### src/rtl/pipe_elastic_reg.sv
`default_nettype none
// ============================================================================
//  Module      : pipe_elastic_reg
//  Description : Multi-stage elastic pipeline register. Each stage carries a
//                valid bit. Stages advance whenever the stage ahead of them
//                is empty or advancing, so stalls stop at the first bubble
//                and bubbles collapse toward the output. Flush empties the
//                whole pipe in one cycle.
//  Revision    : 1.0 - initial release
// ============================================================================
module pipe_elastic_reg #(
  parameter int WIDTH      = 32,
  parameter int DEPTH      = 3,
  parameter bit CLEAR_DATA = 1'b0
) (
  input  logic                       clk_i,
  input  logic                       rst_i,
  input  logic                       flush_i,
  input  logic                       in_valid_i,
  output logic                       in_ready_o,
  input  logic [WIDTH-1:0]           in_data_i,
  output logic                       out_valid_o,
  input  logic                       out_ready_i,
  output logic [WIDTH-1:0]           out_data_o,
  output logic [$clog2(DEPTH+1)-1:0] count_o
);

  localparam int CNT_W = $clog2(DEPTH + 1);

  logic [DEPTH-1:0] v_q, v_d;
  logic [WIDTH-1:0] d_q [DEPTH];
  logic [WIDTH-1:0] d_d [DEPTH];
  logic [CNT_W-1:0] count_q, count_d;

  // ld[k]: stage k may load this cycle; ld[DEPTH] is the downstream sink
  logic [DEPTH:0]   ld;
  // Source of each stage: upstream port for stage 0, previous stage otherwise
  logic [DEPTH-1:0] src_v;
  logic [WIDTH-1:0] src_d [DEPTH];
  logic             in_xfer;
  logic             out_xfer;

  // Ready chain, evaluated from the output end back to the input
  always_comb begin
    ld[DEPTH] = out_ready_i;
    for (int k = DEPTH - 1; k >= 0; k--) begin
      ld[k] = ~v_q[k] | ld[k+1];
    end
  end

  for (genvar k = 0; k < DEPTH; k++) begin : g_src
    if (k == 0) begin : g_head
      assign src_v[k] = in_valid_i;
      assign src_d[k] = in_data_i;
    end else begin : g_body
      assign src_v[k] = v_q[k-1];
      assign src_d[k] = d_q[k-1];
    end
  end

  assign in_ready_o  = ld[0] & ~flush_i;
  assign out_valid_o = v_q[DEPTH-1] & ~flush_i;
  assign out_data_o  = d_q[DEPTH-1];
  assign count_o     = count_q;

  assign in_xfer  = in_valid_i & in_ready_o;
  assign out_xfer = out_valid_o & out_ready_i;

  // Stage next-state: loading stages copy their source, payload only moves with a valid entry
  always_comb begin
    v_d = v_q;
    d_d = d_q;
    if (rst_i || flush_i) begin
      v_d = '0;
      if (CLEAR_DATA) begin
        for (int k = 0; k < DEPTH; k++) begin
          d_d[k] = '0;
        end
      end
    end else begin
      for (int k = 0; k < DEPTH; k++) begin
        if (ld[k]) begin
          v_d[k] = src_v[k];
          if (src_v[k]) begin
            d_d[k] = src_d[k];
          end
        end
      end
    end
  end

  // Occupancy counter: +1 on input transfer, -1 on output transfer, net zero on both
  always_comb begin
    count_d = count_q;
    if (rst_i || flush_i) begin
      count_d = '0;
    end else if (in_xfer && !out_xfer) begin
      count_d = count_q + CNT_W'(1);
    end else if (!in_xfer && out_xfer) begin
      count_d = count_q - CNT_W'(1);
    end
  end

  // State registers; reset and flush are folded into the next-state logic
  always_ff @(posedge clk_i) begin
    v_q     <= v_d;
    d_q     <= d_d;
    count_q <= count_d;
  end

endmodule
`default_nettype wire
### config.mk
export PLATFORM = sky130hd
export DESIGN_NAME = pipe_elastic_reg
export DESIGN_NICKNAME = d
export VERILOG_FILES = /design/src/rtl/pipe_elastic_reg.sv
export SDC_FILE = /design/constraint.sdc
export NUM_CORES = 1
export LEC_CHECK = 0
export ABC_AREA = 1
export CORE_UTILIZATION = 30
export DETAILED_ROUTE_END_ITERATION = 12
export PLACE_DENSITY_LB_ADDON = 0.3
export SLEW_MARGIN = 40
export SYNTH_ARGS = -nofsm -noshare
export SYNTH_HDL_FRONTEND = slang
export SYNTH_SLANG_ARGS = --single-unit
### constraint.sdc
create_clock -name clk_i -period 5.15 [get_ports clk_i]
set_input_delay 0.7725 -clock clk_i [delete_from_list [all_inputs] [get_ports clk_i]]
set_output_delay 0.7725 -clock clk_i [all_outputs]
set_load 0.02 [all_outputs]
Word level (Yosys, flattened, before mapping):

Index checks and enable logic that the tools add are counted.

* register bits: 101
* output and inout bits: 36
* input bits: 37

* reductions and logical operators: 9
* bitwise operators: 12
* multiplexer cells: 2
* $add $sub $neg: 2

Operators by type and width (count)
* AND reduction 3 bit: 3
* inverter 1 bit: 5
* bitwise AND 1 bit: 4
* 2-to-1 mux 2 bit: 2
* OR 1 bit: 3
* adder 2 x 1 -> 2 bit, second input constant: 1
* logical AND 1 bit: 2
* zero test 1 bit: 2
* nonzero test 2 bit: 1
* subtractor 2 x 1 -> 2 bit, second input constant: 1
* logical OR 1 bit: 1

Depth between registers and ports, before layout:

Gate-level depths: netlist (run 1).

* depth in word-level cells: 10
* mapped depth: 13

Worst setup path before layout (run 1):

Ideal clock, no wire load.

* kind: input-to-reg
* start point: in flush_i
* end point: reg d_q (netlist bit out_data_o[0]) (enable)
* required time: 4729 ps
* setup time: 421 ps
* arrival time: 2361 ps
* stages: 3
* slack: 2368 ps
* cell sequence: nor2_4 > inv_1 > nor2_1

* word-level cells in the longest chain between the ends: 3

RTL lines
* start: declaration: line 18 `input logic flush_i,`
* logical OR 1 bit: line 73 `if (rst_i || flush_i) begin`
* inverter 1 bit (no source line)
* AND reduction 3 bit (no source line)
* end signal: assignment: line 107 `d_q <= d_d;`
* end: declaration: line 31 `logic [WIDTH-1:0] d_q [DEPTH];`

No other way between the ends.
A chain may end at the register's enable or synchronous reset.

Worst setup path after layout (run 1):

* start point: in out_ready_i
* end point: out in_ready_o

* word-level cells in the longest chain between the ends: 4

RTL lines
* start: declaration: line 23 `input logic out_ready_i,`
* OR 1 bit (3 in series): line 47 `ld[k] = ~v_q[k] | ld[k+1];`
* bitwise AND 1 bit: line 61 `assign in_ready_o = ld[0] & ~flush_i;`
* end: declaration: line 20 `output logic in_ready_o,`

No other way between the ends.

==> results of run 1 <==
-- worst max-delay path: stages --
cell	delay, ns
clkdlybuf4s50_1	0.47
inv_1	0.05
nand2_2	0.09
nor2_4	0.05
nand2_2	0.09
nand2_2	0.06
inv_1	0.05
clkdlybuf4s50_1	0.59
-- flip-flops by register name (all words and copies together), names as in the netlist --
name,count
v_q,3
d_q,64
out_data_o,32
count_o,2
-- synth_stat cells --
| master | number | share of area, % |
|---|---|---|
| nand3_1 | 2 | 0.29 |
| edfxtp_1 | 96 | 84 |
| nor2_1 | 5 | 0.55 |
| a21oi_1 | 2 | 0.29 |
| inv_1 | 13 | 1.4 |
| buf_4 | 32 | 7.0 |
| ha_1 | 1 | 0.37 |
| nor2_4 | 2 | 0.66 |
| o21ai_0 | 1 | 0.15 |
| nand2_1 | 9 | 0.99 |
| nand2_2 | 3 | 0.55 |
| a21oi_2 | 1 | 0.26 |
| dfxtp_1 | 5 | 2.9 |
| nand4_1 | 1 | 0.18 |
-- per-layer routing --
layer / track usage [%] / wire [um]
met1: 9.86 / 1910
met3: 2.75 / 246
met4: 5.50 / 117
met5: 0 / 0
met2: 14.2 / 2320
-- power groups by stage --
stage / combinational (mW) / sequential, mW / clock, mW
3_5_place_dp: 0.0477 / 0.931 / 0
6_report: 0.0469 / 0.913 / 0.671
4_1_cts: 0.0478 / 0.913 / 0.691
3_3_place_gp: 0.0457 / 0.930 / 0
5_1_grt: 0.0509 / 0.914 / 0.731
2_1_floorplan: 0.0110 / 0.931 / 0
-- cell type report --
| type | count | share of cell area [%] |
|---|---|---|
| multi-input cells | 27 | 3.63 |
| repair buffers | 75 | 17.6 |
| clock inverters | 6 | 1.60 |
| inverters | 13 | 1.10 |
| clock buffers | 10 | 5.14 |
| flip-flops and latches | 101 | 67.0 |
| well taps | 140 | 3.93 |
-- final timing paths --
| path | from | end | depth (start not counted) |
|---|---|---|---|
| worst max-delay path | out_ready_i | in_ready_o | 8 |
| worst max register to register | v_q[0] | d_q[50] | 3 |
| worst min register to register | d_q[55] | out_data_o[23] | 0 |
| worst min-delay path | d_q[55] | out_data_o[23] | 0 |
-- logic make-up (layout without fill, tap and decap cells) --
group	Yosys count	count (layout)	synth area share, %
fa+ha+maj	1	1	0.366
simple gates	22	22	3.22
buf+inv	45	104	8.46
compound gates	4	4	0.695
flops	101	101	87.3
==> results.md, run 1 <==
- Status: finished, final reports clean
- PortBufs: 72
- Most frequent cells in the layout: edfxtp_1 (96), clkdlybuf4s50_1 (72), inv_1 (13)
- Util after Layout: 40.5%
- Initial antenna violation count: 0
- Leak: 1.46 nW
- Max_cap viols: 0
- Total Routing Usage GR: 8.70%
- Slew Limit Fails: 0
- Detailed Route WL: 4590 um
- DIE HEIGHT: 109 um
- Post_cts resized: 0
- Register area: 2980 um2
- Power Total: 1.63 mW
- YS warnings: 0
- CTS Hold Bufs: 0
- Nets@finish: 265
- Worst setup EP type: output port
- Syn Area/Cell: 19.8 um2
- Setup repair bufs after CTS: 0
- Wire per inst: 12.3 um
- Dpl hpwl: 2990 um
- Ant. Diodes: 0
- Logic gate share of total power: 2.9%
- Switching part of the total: 19.1%
- Worst-Margin Slew: 0.578 ns
- Final setup violation count: 0
- Post-Synthesis Cells: 173
- Total number of vias: 1439
- Die W: 109 um
- Fin area: 4450 um2
- Layout Cells excl Fill: 372
- Flop pwr share: 56.0%
- Clock sinks: 101
- Grt ovf: 0
- DP Worst Slack: 2.15 ns
- Residual DRC: 0
- H-tree levels: 3
- Int Power: 1.32 mW
- Clock slew at reported path FFs: 0.07 ns
- Relative slew slack: 61.4%
- Row count: 38
- Largest net degree at the start of global routing: 33
- Die area: 11800 um2
- Clock Power Share: 41.1%
- Mapped cell area: 3420 um2
- Syn_nets: 211
- Worst setup path class: input port to output port
- Final critical-path share of the clock period: 58.3%
- Worst-path maximum fanout: 3
- IO Count: 73
- Fmax: 333 MHz
- Most common cell after layout, fill and taps aside: edfxtp_1
- Min setup slack post-route: 2.15 ns
- Setup TNS: 0 ns
- Fill cells: 1014
- Switching power of the nets: 0.311 mW
- Final-report hold violation count: 0
- Max clock buf depth: 2
- First-pass DRT Iterations: 4
- Area Growth Syn to Fin: 30.2%
- CTS tree: done
- RSZ-0062 raised after global routing: false
- Final min period: 3.00 ns
- Num CTS Buffers: 9
- Vias in the first global route: 1457
- WP data required: 4.38 ns
- Antenna Nets Post-Route: 0
- Final Skew: 0.00825 ns
- Seq/Total Area, Yosys: 87.3%
- Worst R2R Setup Slack: 3.66 ns
- Max VDD drop: 0.000143 V
- Area taken by multi-input logic gates: 161 um2
- PwrDens: 366 nW/um2
- Dpl cells: 356
- WHS: 0.419 ns
- GPL Wtd Cong: 0.591
- Vias/cell: 3.87
- Fraction of layout cells with a size suffix above 1: 11.2%
- Core Area: 11000 um2
- Clk root buf: clkbuf_16
- Clock latency on the worst-skew pair: 0.34 ns
- Crit path launch type: input port
- Arrival @ worst endpoint: 2.23 ns
- First-pass GRT wire length: 7330 um
- Starting Density: 31.1%
- Post-synthesis register bit count: 101
- Placed cell areas: 4150 um2
- Distinct cells, synth: 14
- Worst min path class: register to register
- Initial drt markers: 42
(Power assumes the default switching activity.)
==> run 2, diff against run 1 <==
==> constraint.sdc (replaced) <==
create_clock -name clk_i -period 2.8 [get_ports clk_i]
set_input_delay 0.42 -clock clk_i [delete_from_list [all_inputs] [get_ports clk_i]]
set_output_delay 0.42 -clock clk_i [all_outputs]
set_load 0.02 [all_outputs]
==> run 2 against run 1 <==
Combinational power rose by 83%; non-clock buffer count did not move; sequential share of layout area barely moved; power rose by 87%; via count fell by 1.2%.
==> results.md, run 2 (synthesized netlist as in run 1, its figures left out) <==
- Status: finished, final reports clean
- Starting Density: 31.1% (unchanged)
- Most common cell after layout, fill and taps aside: edfxtp_1
- Ant. Diodes: 0 (unchanged)
- Most frequent cells in the layout: edfxtp_1 (96), clkdlybuf4s50_1 (72), inv_1 (13)
- Min setup slack post-route: 0.513 ns (-1.63 ns)
- DP Worst Slack: 0.513 ns (-1.64 ns)
- Antenna Nets Post-Route: 0 (unchanged)
- Int Power: 2.51 mW (+90%)
- Final critical-path share of the clock period: 81.7%
- Area Growth Syn to Fin: 30.2% (about the same)
- Setup TNS: 0 ns (unchanged)
- Largest net degree at the start of global routing: 33 (unchanged)
- Placed cell areas: 4140 um2 (-0.36%)
- Setup repair bufs after CTS: 0 (unchanged)
- Final setup violation count: 0 (unchanged)
- Nets@finish: 265 (unchanged)
- Post_cts resized: 0 (unchanged)
- Top reg by flops: d_q
- Arrival @ worst endpoint: 1.87 ns (-0.36 ns)
- Power Total: 3.06 mW (+87%)
- Final-report hold violation count: 0 (unchanged)
- Worst-Margin Slew: 0.447 ns (-0.131 ns)
- Switching part of the total: 17.9% (-1.2 points)
- Final Skew: 0.00768 ns (-0.000567 ns)
- Wire per inst: 12.4 um (+0.25%)
- Leak: 1.46 nW (+0.20%)
- Worst-path maximum fanout: 3 (unchanged)
- Die W: 109 um (unchanged)
- Row count: 38 (unchanged)
- Layout Cells excl Fill: 371 (-0.27%)
- Vias in the first global route: 1420 (-2.5%)
- H-tree levels: 3 (unchanged)
- Total number of vias: 1422 (-1.2%)
- PortBufs: 72 (unchanged)
- Fraction of layout cells with a size suffix above 1: 10.8% (-0.38 points)
- CTS tree: done
- Clk root buf: clkbuf_16
- Flop pwr share: 54.9% (-1.1 points)
- Slew Limit Fails: 0 (unchanged)
- Max VDD drop: 0.000383 V (+170%)
- Total Routing Usage GR: 8.41% (-0.29 points)
- Crit path launch type: input port
- Final min period: 2.29 ns
- WP data required: 2.38 ns (-2.00 ns)
- Worst setup path class: input port to output port
- PwrDens: 687 nW/um2 (+88%)
- Fmax: 437 MHz
- Die area: 11800 um2 (unchanged)
- Dpl hpwl: 2930 um (-2.2%)
- Relative slew slack: 70.1% (+8.8 points)
- Core Area: 11000 um2 (unchanged)
- IO Count: 73 (unchanged)
- RSZ-0062 raised after global routing: false
- Max clock buf depth: 2 (unchanged)
- DIE HEIGHT: 109 um (unchanged)
- Grt ovf: 0 (unchanged)
- GPL Wtd Cong: 0.607 (+2.7%)
- WHS: 0.412 ns (-0.00676 ns)
- Vias/cell: 3.83 (-0.92%)
- Initial antenna violation count: 0 (unchanged)
- Clock Power Share: 42.3% (+1.2 points)
- Detailed Route WL: 4590 um (about the same)
- Worst setup EP type: output port
- Fill cells: 1027 (+1.3%)
- Clock slew at reported path FFs: 0.07 ns (about the same)
- First-pass GRT wire length: 7100 um (-3.1%)
- Switching power of the nets: 0.547 mW (+76%)
- Initial drt markers: 37 (-12%)
- Clock sinks: 101 (unchanged)
- Worst min path class: register to register
- Num CTS Buffers: 9 (unchanged)
- Dpl cells: 356 (unchanged)
- First-pass DRT Iterations: 4 (unchanged)
- Max_cap viols: 0 (unchanged)
- Fin area: 4450 um2 (about the same)
- Max reg flops: 64 (unchanged)
- Clock latency on the worst-skew pair: 0.33 ns (about the same)
- Util after Layout: 40.5% (about the same)
- Logic gate share of total power: 2.8% (about the same)
- CTS Hold Bufs: 0 (unchanged)
- Residual DRC: 0 (unchanged)
==> run 2: cell count changes in the layout (fill, tap and decap cells not counted) <==
cell,previous run,this run
inv_6,2,1
clkinvlp_4,2,1
buf_12,0,2
bufinv_16,1,2
buf_16,2,0
==> run 2: layer usage <==
metal / GRT usage (%) / vias up / part of all wire [%]
li1: - / 696 / -
met1: 9.34 / 673 / 43
met2: 14.1 / 49 / 50
met3: 3.71 / 4 / 5.3
met4: 3.47 / 0 / 1.1
met5: 0 / - / 0
==> run 2: final timing paths <==
kind	from	end	slack [ns]	cells after the start
worst max-delay path	out_ready_i	in_ready_o	0.51	8
worst min-delay path	d_q[71]	d_q[39]	0.41	0
worst max register to register	v_q[2]	count_o[1]	1.32	11
worst min register to register	d_q[71]	d_q[39]	0.41	0
==> run 2: area by class of cell <==
type                       count  area, um2  area share, %
clock buffer                  10        229           5.14
clock inverter                 5       85.1           1.91
inverter                      13       48.8           1.10
multi-input combinational     27        161           3.63
sequential                   101       2980           67.0
tap                          140        175           3.94
timing repair buffer          75        768           17.3
==> run 2: critical path: stages <==
cell	delay [ns]
clkdlybuf4s50_1	0.48
inv_1	0.05
nand2_2	0.09
nor2_4	0.05
nand2_2	0.08
nand2_2	0.05
inv_1	0.05
clkdlybuf4s50_1	0.59
==> run 2: power groups by stage <==
stage	clock [mW]	sequential [mW]	combinational, mW
final	1.29	1.68	0.0859
after global routing	1.40	1.68	0.0926
after CTS	1.33	1.68	0.0879
after detailed placement	0	1.71	0.0876
after global placement	0	1.71	0.0858
after floorplan	0	1.71	0.0203
==> run 3, diff against run 2 <==
==> constraint.sdc (replaced) <==
create_clock -name clk_i -period 2.3 [get_ports clk_i]
set_input_delay 0.345 -clock clk_i [delete_from_list [all_inputs] [get_ports clk_i]]
set_output_delay 0.345 -clock clk_i [all_outputs]
set_load 0.02 [all_outputs]
==> run 3 against run 2 <==
Highest routed layer unchanged; power up 19%; flip-flop and latch count unchanged; critical path depth unchanged; die area is the same; sequential power is 21% higher; clock skew rose by 0.0028 ns; critical path type unchanged; clock-buffer cell count is the same.
==> results.md, run 3 (synthesized netlist as in run 1, its figures left out) <==
- Die W: 109 um (unchanged)
- Nets@finish: 266 (+0.38%)
- Residual DRC: 0 (unchanged)
- Final critical-path share of the clock period: 93.3%
- Vias in the first global route: 1465 (+3.2%)
- Fmax: 466 MHz
- Clk root buf: clkbuf_16
- CTS tree: done
- Most frequent cells in the layout: edfxtp_1 (96), clkdlybuf4s50_1 (72), inv_1 (13)
- Total number of vias: 1428 (+0.42%)
- Die area: 11800 um2 (unchanged)
- Relative slew slack: 78.7% (+8.6 points)
- Core Area: 11000 um2 (unchanged)
- Max clock buf depth: 2 (unchanged)
- Crit path launch type: input port
- Max VDD drop: 0.000310 V (-19%)
- Initial antenna violation count: 0 (unchanged)
- First-pass GRT wire length: 7160 um (+0.87%)
- Worst-path maximum fanout: 3 (unchanged)
- Fin area: 4450 um2 (about the same)
- Vias/cell: 3.83 (-0.12%)
- Worst setup EP type: output port
- IO Count: 73 (unchanged)
- Setup repair bufs after CTS: 0 (unchanged)
- Setup TNS: 0 ns (unchanged)
- Clock latency on the worst-skew pair: 0.33 ns (about the same)
- WP data required: 1.96 ns (-0.42 ns)
- Area Growth Syn to Fin: 30.3% (about the same)
- Final setup violation count: 0 (unchanged)
- M3 GR Usage: 3.41% (-0.30 points)
- Gr busiest metal: met2
- Crit-path cells: clkdlybuf4s50_1, inv_1, nand2_2, nor2_4, nand2_2, nand2_2, inv_1, clkdlybuf4s50_1
- Row count: 38 (unchanged)
- Grt ovf: 0 (unchanged)
- Switching part of the total: 18.8% (+0.93 points)
- First-pass DRT Iterations: 4 (unchanged)
- Leak: 1.47 nW (+0.34%)
- Wire per inst: 12.2 um (-1.4%)
- Ant. Diodes: 0 (unchanged)
- Layout Cells excl Fill: 373 (+0.54%)
- CTS Hold Bufs: 0 (unchanged)
- Worst-Margin Slew: 0.319 ns (-0.129 ns)
- Fraction of layout cells with a size suffix above 1: 11.2% (+0.34 points)
- Antenna Nets Post-Route: 0 (unchanged)
- Initial drt markers: 38 (+2.7%)
- Crit-path most repeated cell: nand2_2
- Dpl hpwl: 2990 um (+2.1%)
- Clock sinks: 101 (unchanged)
- Slew Limit Fails: 0 (unchanged)
- Max_cap viols: 0 (unchanged)
- Max stage delay cell, worst path: clkdlybuf4s50_1
- Worst min path class: register to register
- Flop pwr share: 56.1% (+1.2 points)
- GPL Wtd Cong: 0.589 (-3.0%)
- Total Routing Usage GR: 8.53% (+0.12 points)
- Largest net degree at the start of global routing: 33 (unchanged)
- Int Power: 2.96 mW (+18%)
- Detailed Route WL: 4550 um (-0.89%)
- Slowest Stage Delay on Critical Path: 0.59 ns (about the same)
- Starting Density: 31.1% (unchanged)
- Switching power of the nets: 0.686 mW (+25%)
- Arrival @ worst endpoint: 1.80 ns (-0.07 ns)
- Met2 usage: 13.9% (-0.18 points)
- Most common cell after layout, fill and taps aside: edfxtp_1
- Final Skew: 0.0105 ns (+0.00278 ns)
- Status: finished, final reports clean
- Logic gate share of total power: 2.9% (about the same)
- M1 GR Usage: 9.34% (about the same)
- PortBufs: 72 (unchanged)
- Top reg by flops: d_q
- Final min period: 2.15 ns
- Power Total: 3.64 mW (+19%)
- Final-report hold violation count: 0 (unchanged)
- Worst setup path class: input port to output port
- Clock slew at reported path FFs: 0.07 ns (about the same)
- Max reg flops: 64 (unchanged)
- DIE HEIGHT: 109 um (unchanged)
- H-tree levels: 3 (unchanged)
- Placed cell areas: 4160 um2 (+0.48%)
- Clock Power Share: 41.0% (-1.3 points)
- Num CTS Buffers: 9 (unchanged)
- PwrDens: 818 nW/um2 (+19%)
- Post_cts resized: 0 (unchanged)
- RSZ-0062 raised after global routing: false
- Dpl cells: 357 (+0.28%)
- Worst R2R Setup Slack: 0.80 ns (-0.52 ns)
## run 3: final cells by class
cell class / count / area, um2
Timing Repair Buffer: 76 / 788
Multi-Input combinational cell: 27 / 161
Inverter: 13 / 48.8
Clock buffer: 10 / 229
Tap cell: 140 / 175
Fill cell: 1019 / 6530
Clock inverter: 6 / 68.8
Sequential cell: 101 / 2980
## run 3: power groups by stage
stage | Combinational (mW) | Clock (mW) | Sequential (mW)
floorplan | 0.0251 | 0 | 2.08
global placement | 0.107 | 0 | 2.08
detailed placement | 0.110 | 0 | 2.08
CTS | 0.110 | 1.55 | 2.04
global route | 0.116 | 1.63 | 2.05
finish | 0.107 | 1.49 | 2.04
## run 3: layer usage
| layer | vias up | routed length, um |
|---|---|---|
| met5 | - | 0 |
| met4 | 0 | 101 |
| met3 | 8 | 312 |
| met2 | 52 | 2220 |
| met1 | 669 | 1920 |
| li1 | 699 | - |
## run 3: final timing paths
kind | to | from | cells after the start
min reg2reg | out_data_o[29] | d_q[61] | 0
max reg2reg | count_o[1] | v_q[2] | 11
max | in_ready_o | out_ready_i | 8
min | out_data_o[29] | d_q[61] | 0
## run 3: worst max-delay path, delay by kind of cell
family | cells | cell delay, ns
and+or+nand+nor | 4 | 0.30
buffers and inverters | 4 | 1.16
## run 3: per-stage QoR
step	setup slack [ns]	hold slack [ns]	util, %
after floorplan	0.469	0.400	-
after global placement	0.174	0.401	37.8
after detailed placement	0.157	0.405	37.8
after CTS	0.146	0.412	40.6
after global routing	0.0799	0.419	40.6
final	0.154	0.413	40.6
